--- src/rtl/seg7_pkg.sv ---
// Shared constants for the seven-segment display blocks:
// segment bit positions, hex glyph table and polarity helpers.
package seg7_pkg;

    localparam int SEG_A = 7;
    localparam int SEG_B = 6;
    localparam int SEG_C = 5;
    localparam int SEG_D = 4;
    localparam int SEG_E = 3;
    localparam int SEG_F = 2;
    localparam int SEG_G = 1;
    localparam int SEG_P = 0;

    // Glyphs as ABCDEFG with A in bit 6; entry n is the glyph for nibble n.
    localparam logic [15:0][6:0] GLYPH_TAB = {
        7'h47, 7'h4F, 7'h3D, 7'h4E,
        7'h1F, 7'h77, 7'h7B, 7'h7F,
        7'h70, 7'h5F, 7'h5B, 7'h33,
        7'h79, 7'h6D, 7'h30, 7'h7E
    };

    localparam bit POL_ACTIVE_LOW  = 1'b1;
    localparam bit POL_ACTIVE_HIGH = 1'b0;

endpackage

--- src/rtl/hex_to_seg7.sv ---
// Combinational nibble to ABCDEFG glyph decoder.
// Bit 6 of the result is segment A, bit 0 is segment G.
module hex_to_seg7
    import seg7_pkg::*;
(
    input  logic [3:0] nib_i,
    output logic [6:0] seg_o
);

    assign seg_o = GLYPH_TAB[nib_i];

endmodule

--- src/rtl/seg7_scan_nx.sv ---
// Multiplexed hex display scanner with prescaler, PWM dimming,
// ghosting guard, leading-zero suppression and frame snapshot.
module seg7_scan_nx
    import seg7_pkg::*;
#(
    parameter int DIGITS         = 4,
    parameter int REFRESH_DIV    = 50000,
    parameter int GUARD          = 2,
    parameter int DIM_BITS       = 4,
    parameter bit AN_ACTIVE_LOW  = POL_ACTIVE_LOW,
    parameter bit SEG_ACTIVE_LOW = POL_ACTIVE_LOW
) (
    input  logic                  clk,
    input  logic                  rst,
    input  logic [4*DIGITS-1:0]   data,
    input  logic [DIGITS-1:0]     dp,
    input  logic [DIGITS-1:0]     blank,
    input  logic                  lz_suppress,
    input  logic [DIM_BITS-1:0]   bright,
    output logic [DIGITS-1:0]     an,
    output logic [7:0]            cat
);

    localparam int SW = $clog2(REFRESH_DIV);
    localparam int IW = $clog2(DIGITS);
    localparam logic [DIGITS-1:0] AN_OFF = {DIGITS{AN_ACTIVE_LOW}};
    localparam logic [7:0] CAT_OFF = {8{SEG_ACTIVE_LOW}};

    logic [SW-1:0]         slot_q, slot_d;
    logic [IW-1:0]         idx_q, idx_d;
    logic [DIM_BITS-1:0]   pwm_q, pwm_d;
    logic [4*DIGITS-1:0]   data_q;
    logic [DIGITS-1:0]     dp_q, blank_q;
    logic                  lz_q;
    logic [DIM_BITS-1:0]   bright_q;
    logic [DIGITS-1:0]     an_q, an_d;
    logic [7:0]            cat_q, cat_d;

    logic                  frame_start, slot_last, idx_last;
    logic                  eligible, pwm_on, lit, run;
    logic [4*DIGITS-1:0]   f_data;
    logic [DIGITS-1:0]     f_dp, f_blank, supp;
    logic                  f_lz;
    logic [DIM_BITS-1:0]   f_bright;
    logic [3:0]            cur_nib;
    logic [6:0]            glyph;
    logic [DIGITS-1:0]     an_raw;
    logic [7:0]            cat_raw;

    // The frame's first cycle uses the live inputs it is capturing.
    assign frame_start = (slot_q == '0) && (idx_q == '0);
    assign f_data   = frame_start ? data        : data_q;
    assign f_dp     = frame_start ? dp          : dp_q;
    assign f_blank  = frame_start ? blank       : blank_q;
    assign f_lz     = frame_start ? lz_suppress : lz_q;
    assign f_bright = frame_start ? bright      : bright_q;

    assign slot_last = (slot_q == SW'(REFRESH_DIV - 1));
    assign idx_last  = (idx_q == IW'(DIGITS - 1));
    assign eligible  = (slot_q >= SW'(GUARD));
    assign cur_nib   = f_data[4*int'(idx_q) +: 4];

    hex_to_seg7 u_dec (
        .nib_i (cur_nib),
        .seg_o (glyph)
    );

    always_comb begin
        slot_d = slot_last ? '0 : slot_q + SW'(1);
        idx_d  = idx_q;
        if (slot_last) begin
            idx_d = idx_last ? '0 : idx_q + IW'(1);
        end
        // Counting only eligible cycles keeps the duty exact even
        // when the PWM period divides the slot length.
        pwm_d = eligible ? pwm_q + DIM_BITS'(1) : pwm_q;
    end

    always_comb begin
        supp = '0;
        run  = f_lz;
        for (int k = DIGITS - 1; k >= 1; k--) begin
            run     = run && (f_data[4*k +: 4] == 4'h0);
            supp[k] = run;
        end
    end

    always_comb begin
        pwm_on  = (f_bright == '1) || (pwm_q < f_bright);
        lit     = eligible && !f_blank[idx_q] && pwm_on;
        an_raw  = '0;
        cat_raw = '0;
        if (lit) begin
            an_raw  = DIGITS'(1) << idx_q;
            cat_raw = {supp[idx_q] ? 7'h00 : glyph, f_dp[idx_q]};
        end
        an_d  = an_raw ^ AN_OFF;
        cat_d = cat_raw ^ CAT_OFF;
    end

    always_ff @(posedge clk) begin
        if (rst) begin
            slot_q   <= '0;
            idx_q    <= '0;
            pwm_q    <= '0;
            data_q   <= '0;
            dp_q     <= '0;
            blank_q  <= '0;
            lz_q     <= 1'b0;
            bright_q <= '0;
            an_q     <= AN_OFF;
            cat_q    <= CAT_OFF;
        end else begin
            slot_q <= slot_d;
            idx_q  <= idx_d;
            pwm_q  <= pwm_d;
            an_q   <= an_d;
            cat_q  <= cat_d;
            if (frame_start) begin
                data_q   <= data;
                dp_q     <= dp;
                blank_q  <= blank;
                lz_q     <= lz_suppress;
                bright_q <= bright;
            end
        end
    end

    assign an  = an_q;
    assign cat = cat_q;

endmodule

--- config.mk ---
export PLATFORM = sky130hd
export DESIGN_NAME = seg7_scan_nx
export DESIGN_NICKNAME = d
export VERILOG_FILES = /design/src/rtl/seg7_pkg.sv /design/src/rtl/hex_to_seg7.sv /design/src/rtl/seg7_scan_nx.sv
export SDC_FILE = /design/constraint.sdc
export NUM_CORES = 1
export LEC_CHECK = 0
export CAP_MARGIN = 40
export CORE_MARGIN = 10
export CORE_UTILIZATION = 50
export DETAILED_ROUTE_END_ITERATION = 16
export GPL_TIMING_DRIVEN = 1
export PLACE_DENSITY = 0.74
export SYNTH_ARGS = -nofsm -noshare
export SYNTH_HDL_FRONTEND = slang
export SYNTH_SLANG_ARGS = --single-unit
--- constraint.sdc ---
create_clock -name clk -period 10.7 [get_ports clk]
set_clock_uncertainty 0.1 [all_clocks]
set_input_delay 2.14 -clock clk [delete_from_list [all_inputs] [get_ports clk]]
set_output_delay 2.14 -clock clk [all_outputs]
set_load 0.01 [all_outputs]
== Yosys cells after proc, flatten, opt, wreduce, memory -nomap -nowiden ==
Memories as Yosys holds them, arrays and structs flattened.
Index checks and enable logic that the tools add are counted.

* Equality and inequality tests: 3
* Bitwise gates (word level): 2
* Mux-type cells: 16
* Add/subtract/negate cells: 3
* Reduce and logical (&&, ||, !) cells: 14
* Shift-type cells: 2
* $lt $le $gt $ge: 4

{| class="wikitable"
|+ Operator list
! operator !! count
|-
| $add A16 B1 Y16 const B || 1
|-
| $eq A16 B16 Y1 const B || 1
|-
| $ge A16 B2 Y1 const B || 1
|-
| $logic_not A16 Y1 || 1
|-
| $mux W16 || 1
|-
| $mux W4 || 4
|-
| $shiftx A16 B5 Y4 || 1
|-
| $mux W7 || 2
|-
| $logic_not A4 Y1 || 3
|-
| $mux W8 || 1
|-
| $not A8 Y8 || 1
|-
| $bmux W1 S2 || 3
|-
| $logic_and A1 B1 Y1 || 6
|-
| $lt A4 B5 Y1 const B || 1
|-
| $add A4 B1 Y4 const B || 1
|-
| $eq A4 B4 Y1 const B || 1
|-
| $lt A4 B4 Y1 || 1
|-
| $mux W1 || 4
|-
| $not A4 Y4 || 1
|-
| $shl A1 B2 Y4 const A || 1
|-
| $lt A2 B3 Y1 const B || 1
|-
| $add A2 B1 Y2 const B || 1
|-
| $eq A2 B2 Y1 const B || 1
|-
| $logic_not A2 Y1 || 1
|-
| other kinds (4) || 4
|}

* Bits of input ports: 31
* Bits in read-only memories: 112
* Logic and storage cells: 55
* Register bits after elaboration: 63
* Memories kept: 1

{| class="wikitable"
|+ Memories
! name !! depth !! bits a word !! read ports !! clocked after Yosys merged registers in !! wr ports !! RTL line !! source
|-
| (name not given) || 16 || 7 || 1 || 0 || 0 || hex_to_seg7.sv:10 || <nowiki>assign seg_o = GLYPH_TAB[nib_i];</nowiki>
|}

== Logic depth before layout (Yosys ltp) ==
Gate-level depths: netlist (run 1).

* Depth in word-level cells: 12
* Gate-level depth with buffers: 17
* Mapped depth without buffers: 13

== Modules after synthesis ==
Synthesis (run 1) repeated with hierarchy kept, for this count alone.

* Cells, all modules: 367
* Area total of the unflattened synthesis: 3,255.6 µm²

{| class="wikitable"
|+ By module, submodules not included
! module !! times used !! seq. area each (µm²) !! cells each !! area an instance (µm²)
|-
| seg7_scan_nx || 1 || 1,261.2 || 334 || 2,967.8
|-
| hex_to_seg7 || 1 || 0.0 || 33 || 287.8
|}

== Worst setup path after synthesis (run 1) ==
OpenSTA, ideal clock, no wires.

* Path type: input to register
* From: in bright[3]
* To: reg cat_q[7] (netlist: cat[7])
* Arrival time: 4.097 ns
* Slack: 6.354 ns
* Cell stages on the path: 9
* Required time: 10.451 ns
* Setup time: 0.149 ns
* Cells stage by stage: mux2i_1 ha_1 a2111oi_0 o21ai_0 a21oi_1 a311oi_1 a2111oi_4 o31a_2 o311ai_0

* Cells in the longest elaborated chain, start to end: 6

{| class="wikitable"
|+ Ends and longest elaborated chain
! item !! RTL line !! source
|-
| start, declared || seg7_scan_nx.sv:19 || <nowiki>input logic [DIM_BITS-1:0] bright,</nowiki>
|-
| $mux W4 * || n/a ||
|-
| $lt A4 B4 Y1 / $eq A4 B4 Y1 (equally long branches) || seg7_scan_nx.sv:89 || <nowiki>pwm_on = (f_bright == '1) || (pwm_q < f_bright);</nowiki>
|-
| $logic_or A1 B1 Y1 * || seg7_scan_nx.sv:89 ||
|-
| $logic_and A1 B1 Y1 * || seg7_scan_nx.sv:90 || <nowiki>lit = eligible && !f_blank[idx_q] && pwm_on;</nowiki>
|-
| $mux W8 * || seg7_scan_nx.sv:93 || <nowiki>if (lit) begin</nowiki>
|-
| $not A8 Y8 (no line) * || n/a ||
|-
| end signal, assigned || seg7_scan_nx.sv:118 || <nowiki>cat_q <= cat_d;</nowiki>
|-
| end, declared || seg7_scan_nx.sv:37 || <nowiki>logic [7:0] cat_q, cat_d;</nowiki>
|}

Every way passes the cells marked *; elsewhere a longest branch is shown, timed or not.
A chain may end at the register's enable or synchronous reset.

== Worst setup path after layout (run 1) ==
Ends and elaborated chain as after synthesis.

==> metrics.yaml, run 1 <==
timing:
  timing.final.crit_share_pct: 45.44
  min_period_ns: 4.862
  slew_headroom_pct: 52.50
  rsz0062_at_grt: "false"
  clock.fmax_ghz: 0.2057
  slew_viol_final: 0
  fin_setup_tns_ns: 0
  tightest_slew_ns: 0.7115
  final_hold_viol_count: 0
  setup-violations-final: 0
global_route:
  grt_max_degree: 39
  grt_pass1_vias: 2523
  grt_use_met3_pct: 4.258
  use_met2_pct: 23.24
  grtUsageMet1_pct: 18.08
  antenna_found_initial: 0
  grt_pass1_wl_um: 12050
  track_usage_pct: 14.76
  grt_overflow: 0
  grt_most_used_layer: "met2"
die:
  initial_utilization_pct: 50.89
  core_mm2: 0.006314
  chipHeight_um: 100.2
  placementRows: 29
  die_area_mm2: 0.01003
  die_w_um: 100.2
  io_pins: 43
route:
  dr.pass1.iters: 4
  drc: 0
  routed_wl_um: 7217
  vias: 2553
  ant_nets: 0
  post_drt_wl_per_cell_um: 15.86
  drt-initial-drc-count: 88
  vias_per_cell: 5.611
outcome:
  status: "finished clean"
logic_synthesis:
  ys_warn_count: 0
  ys_ff_latch: 63
  synthArstFlopShare_pct: 0
  synth_area_per_cell_um2: 9.620
  synth.distinct_cells: 51
  netlist_area_mm2: 0.003213
  synth-main-ff-cell: "dfxtp_1"
  synth_top_area_cell: "dfxtp_1"
  synth_edf_count: 0
  synthTopCellsByArea: "dfxtp_1 39%, mux2i_1 11%, nor2_1 6.8%"
  yosys.area.top_type_share_pct: 39.25
  syn_inst: 334
  synth-seq-area-share_pct: 39.25
  synth_nets: 382
setup_path:
  crit_fanout: 7
  crit_chain: "clkdlybuf4s50_1 -> mux2i_1 -> ha_1 -> a2111oi_0 -> o21ai_0 -> a21oi_1 -> a311oi_1 -> a2111oi_4 -> o31a_2 -> o311ai_0"
  start_kind: "input port"
  crit-reg2reg-launch: "idx_q[0]"
  slowest_stage: "a2111oi_0"
  cp_data_required_time_ns: 10.80
  crit_type: "input port to register"
  slowest_delay_ns: 0.52
  crit_arrival_ns: 4.96
  endpoint_kind: "register"
  cp-startpoint: "bright[3]"
clocking:
  post_cts_resized: 0
  clock_sinks: 63
  cts.htree.levels: 3
  clk_latency_ns: 0.35
  clk_pin_slew_ns: 0.07
  hold_buffers: 0
  cts_tree: "built"
  numCtsBuffers: 9
  postCtsSetupRepairBufs: 0
  cts-root-buf: "clkbuf_8"
  clk_path_buf_depth: 2
run:
  drv_cap: 0
final_layout:
  fin_cells: 455
  fill_cells: 554
  nets: 421
  regArea_mm2: 0.001261
  final_common_cell: "dfxtp_1"
  final_cell_mix: "63 x dfxtp_1, 58 x nor2_1, 42 x clkdlybuf4s50_1"
  postLayoutCoreUtil_pct: 61.32
  diodes: 0
  stdcell_area_mm2: 0.003871
  drive_gt1_share_pct: 10.32
  area_growth_pct: 20.48
  multi_input_area_mm2: 0.001836
place:
  portBuffers: 42
  routabilityCongestion: 0.8531
  place_area_mm2: 0.003662
  dpl.hpwl_um: 5261
  place_inst: 439
power:
  worst_ir_drop_vdd_mv: 0.08901
  p_leak_nw: 1.597
  powerDensity_mw_per_mm2: 155.7
worst_hold_path:
  hold_class: "register to register"
  hold_path.startpoint: "slot_q[0]"
[power by group]
| group | total, W | internal, W | switching [W] |
|---|---|---|---|
| sequential | 0.000261 | 0.000251 | 0.00000978 |
| combinational | 0.000123 | 0.0000606 | 0.0000627 |
| clock | 0.000219 | 0.000126 | 0.0000926 |
[cell families (layout without fill, tap and decap cells)]
kind of cell	after synthesis	count (layout)	share of synthesized area (%)
buffers and inverters	25	69	3.621
muxes	47	47	17.80
AOI/OAI and AO/OA	37	37	8.957
and+or+nand+nor	128	128	19.12
adders and majority gates	17	17	6.620
DFF	63	63	39.25
xor gates and xnor gates	17	17	4.634
[sequential cells by signal, indices dropped and copies added (netlist names)]
register / cells
data_q: 16
slot_q: 16
cat: 8
an: 4
blank_q: 4
bright_q: 4
dp_q: 4
pwm_q: 4
idx_q: 2
lz_q: 1
[stage by stage]
stage	setup slack, ns	hold WS [ns]	power (W)
global placement	5.652	0.3585	0.0003856
finish	5.838	0.3908	0.0006026
CTS	5.865	0.3952	0.0006057
floorplan	6.354	0.3371	0.0003532
detailed placement	5.526	0.3792	0.0003886
global route	5.568	0.4241	0.0006311
[Yosys cell counts, types with 6 or more instances]
master     n
nor2_1    58
mux4_2     6
nand2_1   26
and3_1     6
inv_1      8
o21ai_0    7
dfxtp_1   63
nand3_1   11
clkbuf_1  10
ha_1      17
xor2_1    12
mux2i_1   35
[path summary, 6_finish.rpt]
check / to / slack (ns) / cells past startpoint
max: cat[7] / 5.84 / 10
max reg2reg: cat[7] / 6.44 / 13
min reg2reg: slot_q[0] / 0.39 / 1
min: slot_q[0] / 0.39 / 1
[critical path: cells and delay by family]
family / cells / cell delay, ns
AO/OA/AOI/OAI: 7 / 1.88
buffers and inverters: 1 / 0.44
multiplexers: 1 / 0.21
adder cells (fa/ha/maj): 1 / 0.28
[layer usage]
metal / share of wire (%) / vias up
met5: 0 / -
met4: 2.2 / 0
met3: 5.5 / 14
met2: 47 / 69
met1: 45 / 1208
li1: - / 1262
[layout make-up]
| class | instances | share of cell area, % |
|---|---|---|
| Sequential cell | 63 | 32.58 |
| Clock inverter | 3 | 1.034 |
| Inverter | 9 | 0.8727 |
| Multi-Input combinational cell | 246 | 47.41 |
| Tap cell | 77 | 2.489 |
| Clock buffer | 13 | 4.363 |
| Timing Repair Buffer | 44 | 11.25 |
Note: power is estimated with default switching activity, not from simulation.
==> inputs of run 2 (changes only) <==
--- a/config.mk
+++ b/config.mk
@@ -10,7 +10,7 @@
 export CORE_UTILIZATION = 50
 export DETAILED_ROUTE_END_ITERATION = 16
 export GPL_TIMING_DRIVEN = 1
-export PLACE_DENSITY = 0.74
+export PLACE_DENSITY = 0.76
 export SYNTH_ARGS = -nofsm -noshare
 export SYNTH_HDL_FRONTEND = slang
 export SYNTH_SLANG_ARGS = --single-unit
==> constraint.sdc (replaced) <==
create_clock -name clk -period 3.9 [get_ports clk]
set_clock_uncertainty 0.1 [all_clocks]
set_input_delay 0.78 -clock clk [delete_from_list [all_inputs] [get_ports clk]]
set_output_delay 0.78 -clock clk [all_outputs]
set_load 0.01 [all_outputs]
==> metrics.yaml, run 2 (synthesis results as in run 1) <==
place:
  portBuffers: 42  # unchanged
  routabilityCongestion: 0.8996  # was 0.8531
  dpl.hpwl_um: 5507  # was 5261 µm
  pre_cts_ws_ns: 0.2018  # was 5.526 ns
route:
  routed_wl_um: 7328  # was 7217 µm
  post_drt_wl_per_cell_um: 15.93  # was 15.86 µm
  vias_per_cell: 5.517  # was 5.611
  vias: 2538  # was 2553
  dr.pass1.iters: 4  # unchanged
  drc: 0  # unchanged
  ant_nets: 0  # unchanged
  drt-initial-drc-count: 179  # was 88
clocking:
  numCtsBuffers: 9  # unchanged
  hold_buffers: 0  # unchanged
  post_cts_resized: 0  # unchanged
  cts.htree.levels: 3  # unchanged
  cts_tree: "built"  # unchanged
  clk_pin_slew_ns: 0.07  # about the same
  postCtsSetupRepairBufs: 0  # unchanged
  clock_sinks: 63  # unchanged
  clk_path_buf_depth: 2  # unchanged
  clk_latency_ns: 0.34  # was 0.35 ns
  cts-root-buf: "clkbuf_8"  # unchanged
final_layout:
  drive_gt1_share_pct: 11.49  # was 10.32%
  final_cell_mix: "63 x dfxtp_1, 58 x nor2_1, 42 x clkdlybuf4s50_1"  # unchanged
  area_growth_pct: 20.91  # was 20.48%
  final_common_cell: "dfxtp_1"  # unchanged
  fill_cells: 548  # was 554
  nets: 428  # was 421
  diodes: 0  # unchanged
run:
  drv_cap: 0  # unchanged
global_route:
  grt_pass1_vias: 2607  # was 2523
  antenna_found_initial: 0  # unchanged
  grt_overflow: 0  # unchanged
  grt_max_degree: 21  # was 39
  track_usage_pct: 15.04  # was 14.76%
  grt_pass1_wl_um: 12430  # was 12050 µm
setup_path:
  endpoint_kind: "register"  # unchanged
  crit_arrival_ns: 3.69  # was 4.96 ns
  crit_fanout: 20  # was 7
  cp_data_required_time_ns: 4.04  # was 10.80 ns
  reg2reg_slack_ns: 0.35  # was 6.44 ns
  cp-startpoint: "slot_q[6]"  # was bright[3]
  crit_type: "register to register"  # was input port to register
  reg2reg_depth: 13  # unchanged
  worst_r2r_endpoint: "cat[7]"  # unchanged
  crit-reg2reg-launch: "slot_q[6]"  # was idx_q[0]
  start_kind: "register"  # was input port
  cp-endpoint: "cat[7]"  # unchanged
timing:
  timing.final.crit_share_pct: 91.01
  slew_viol_final: 0  # unchanged
  setup-violations-final: 0  # unchanged
  rsz0062_at_grt: "false"  # unchanged
  fin_setup_tns_ns: 0  # unchanged
  clock.fmax_ghz: 0.2817
  final_hold_viol_count: 0  # unchanged
  setup_slack_ns: 0.3506  # was 5.838 ns
  tightest_slew_ns: 0.5687  # was 0.7115 ns
  min_period_ns: 3.549
  slew_headroom_pct: 62.09  # was 52.50%
die:
  chipHeight_um: 100.2  # unchanged
  core_mm2: 0.006314  # unchanged
  io_pins: 43  # unchanged
  initial_utilization_pct: 50.89  # unchanged
  die_w_um: 100.2  # unchanged
  placementRows: 29  # unchanged
  die_area_mm2: 0.01003  # unchanged
power:
  powerDensity_mw_per_mm2: 401.5  # was 155.7 mW/mm²
  p_leak_nw: 1.609  # was 1.597 nW
  worst_ir_drop_vdd_mv: 0.2426  # was 0.08901 mV
worst_hold_path:
  hold_path.startpoint: "slot_q[0]"  # unchanged
  hold_class: "register to register"  # unchanged
outcome:
  status: "finished clean"  # unchanged
run 2: cell types whose count changed in the layout (fill, tap and decap cells not counted):
cell and change:
a2111oi_2 +1, clkbuf_1 +1, bufinv_16 -1, buf_4 +7
a2111oi_0 -1, clkinv_2 -1, clkbuf_8 -1
run 2: metrics by stage:
step / util, % / hold slack, ns / instance area [µm²] / power, W / instances
3_5_place_dp: 58.84 / 0.3727 / 3715 / 0.001075 / 446
3_3_place_gp: 58.84 / 0.3621 / 3715 / 0.001064 / 446
4_1_cts: 61.43 / 0.3864 / 3879 / 0.001565 / 460
5_1_grt: 61.53 / 0.4196 / 3885 / 0.001634 / 460
2_1_floorplan: - / 0.3371 / 3214 / 0.0009691 / 334
6_report: 61.53 / 0.3902 / 3885 / 0.001560 / 460
run 2: power by group:
| part | switching, W | internal (W) | total [W] |
|---|---|---|---|
| Combinational | 0.000175 | 0.000173 | 0.000348 |
| Sequential | 0.0000280 | 0.000689 | 0.000717 |
| Clock | 0.000237 | 0.000258 | 0.000495 |
| Total | 0.000440 | 0.00112 | 0.00156 |
run 2: per-layer routing:
layer  vias up  GRT usage (%)  share of wire, %
met3        11          5.220               7.1
li1       1273              -                 -
met1      1196          18.49                44
met5         -              0                 0
met2        58          24.09                47
met4         0          4.783               1.4
run 2: final cells by class:
type	instances	area, µm²	share of cell area [%]
Clock buffer	13	158.9	4.090
Timing Repair Buffer	51	488.0	12.56
Multi-Input combinational cell	246	1842	47.41
Sequential cell	63	1261	32.46
Inverter	9	33.78	0.8696
Tap cell	77	96.34	2.480
Clock inverter	1	5.005	0.1288
run 2: worst min path at each step:
stage	to	slack [ns]	cells after the start
after floorplan	slot_q[0]	0.34	1
after global placement	slot_q[0]	0.36	1
after detailed placement	slot_q[0]	0.37	1
after CTS	slot_q[0]	0.39	1
after global routing	slot_q[0]	0.42	1
final	slot_q[0]	0.39	1
run 2: critical path, cell delays in order, from the launching register on:
cell and delay [ns]:
dfxtp_1 0.38, nor4_2 0.33, nand4_2 0.24, nor2_4 0.26, buf_4 0.32, mux2i_1 0.18, mux4_2 0.57, inv_1 0.12
ha_1 0.20, inv_1 0.09, or3_1 0.36, nand3_1 0.09, o211ai_1 0.09, o311ai_0 0.10
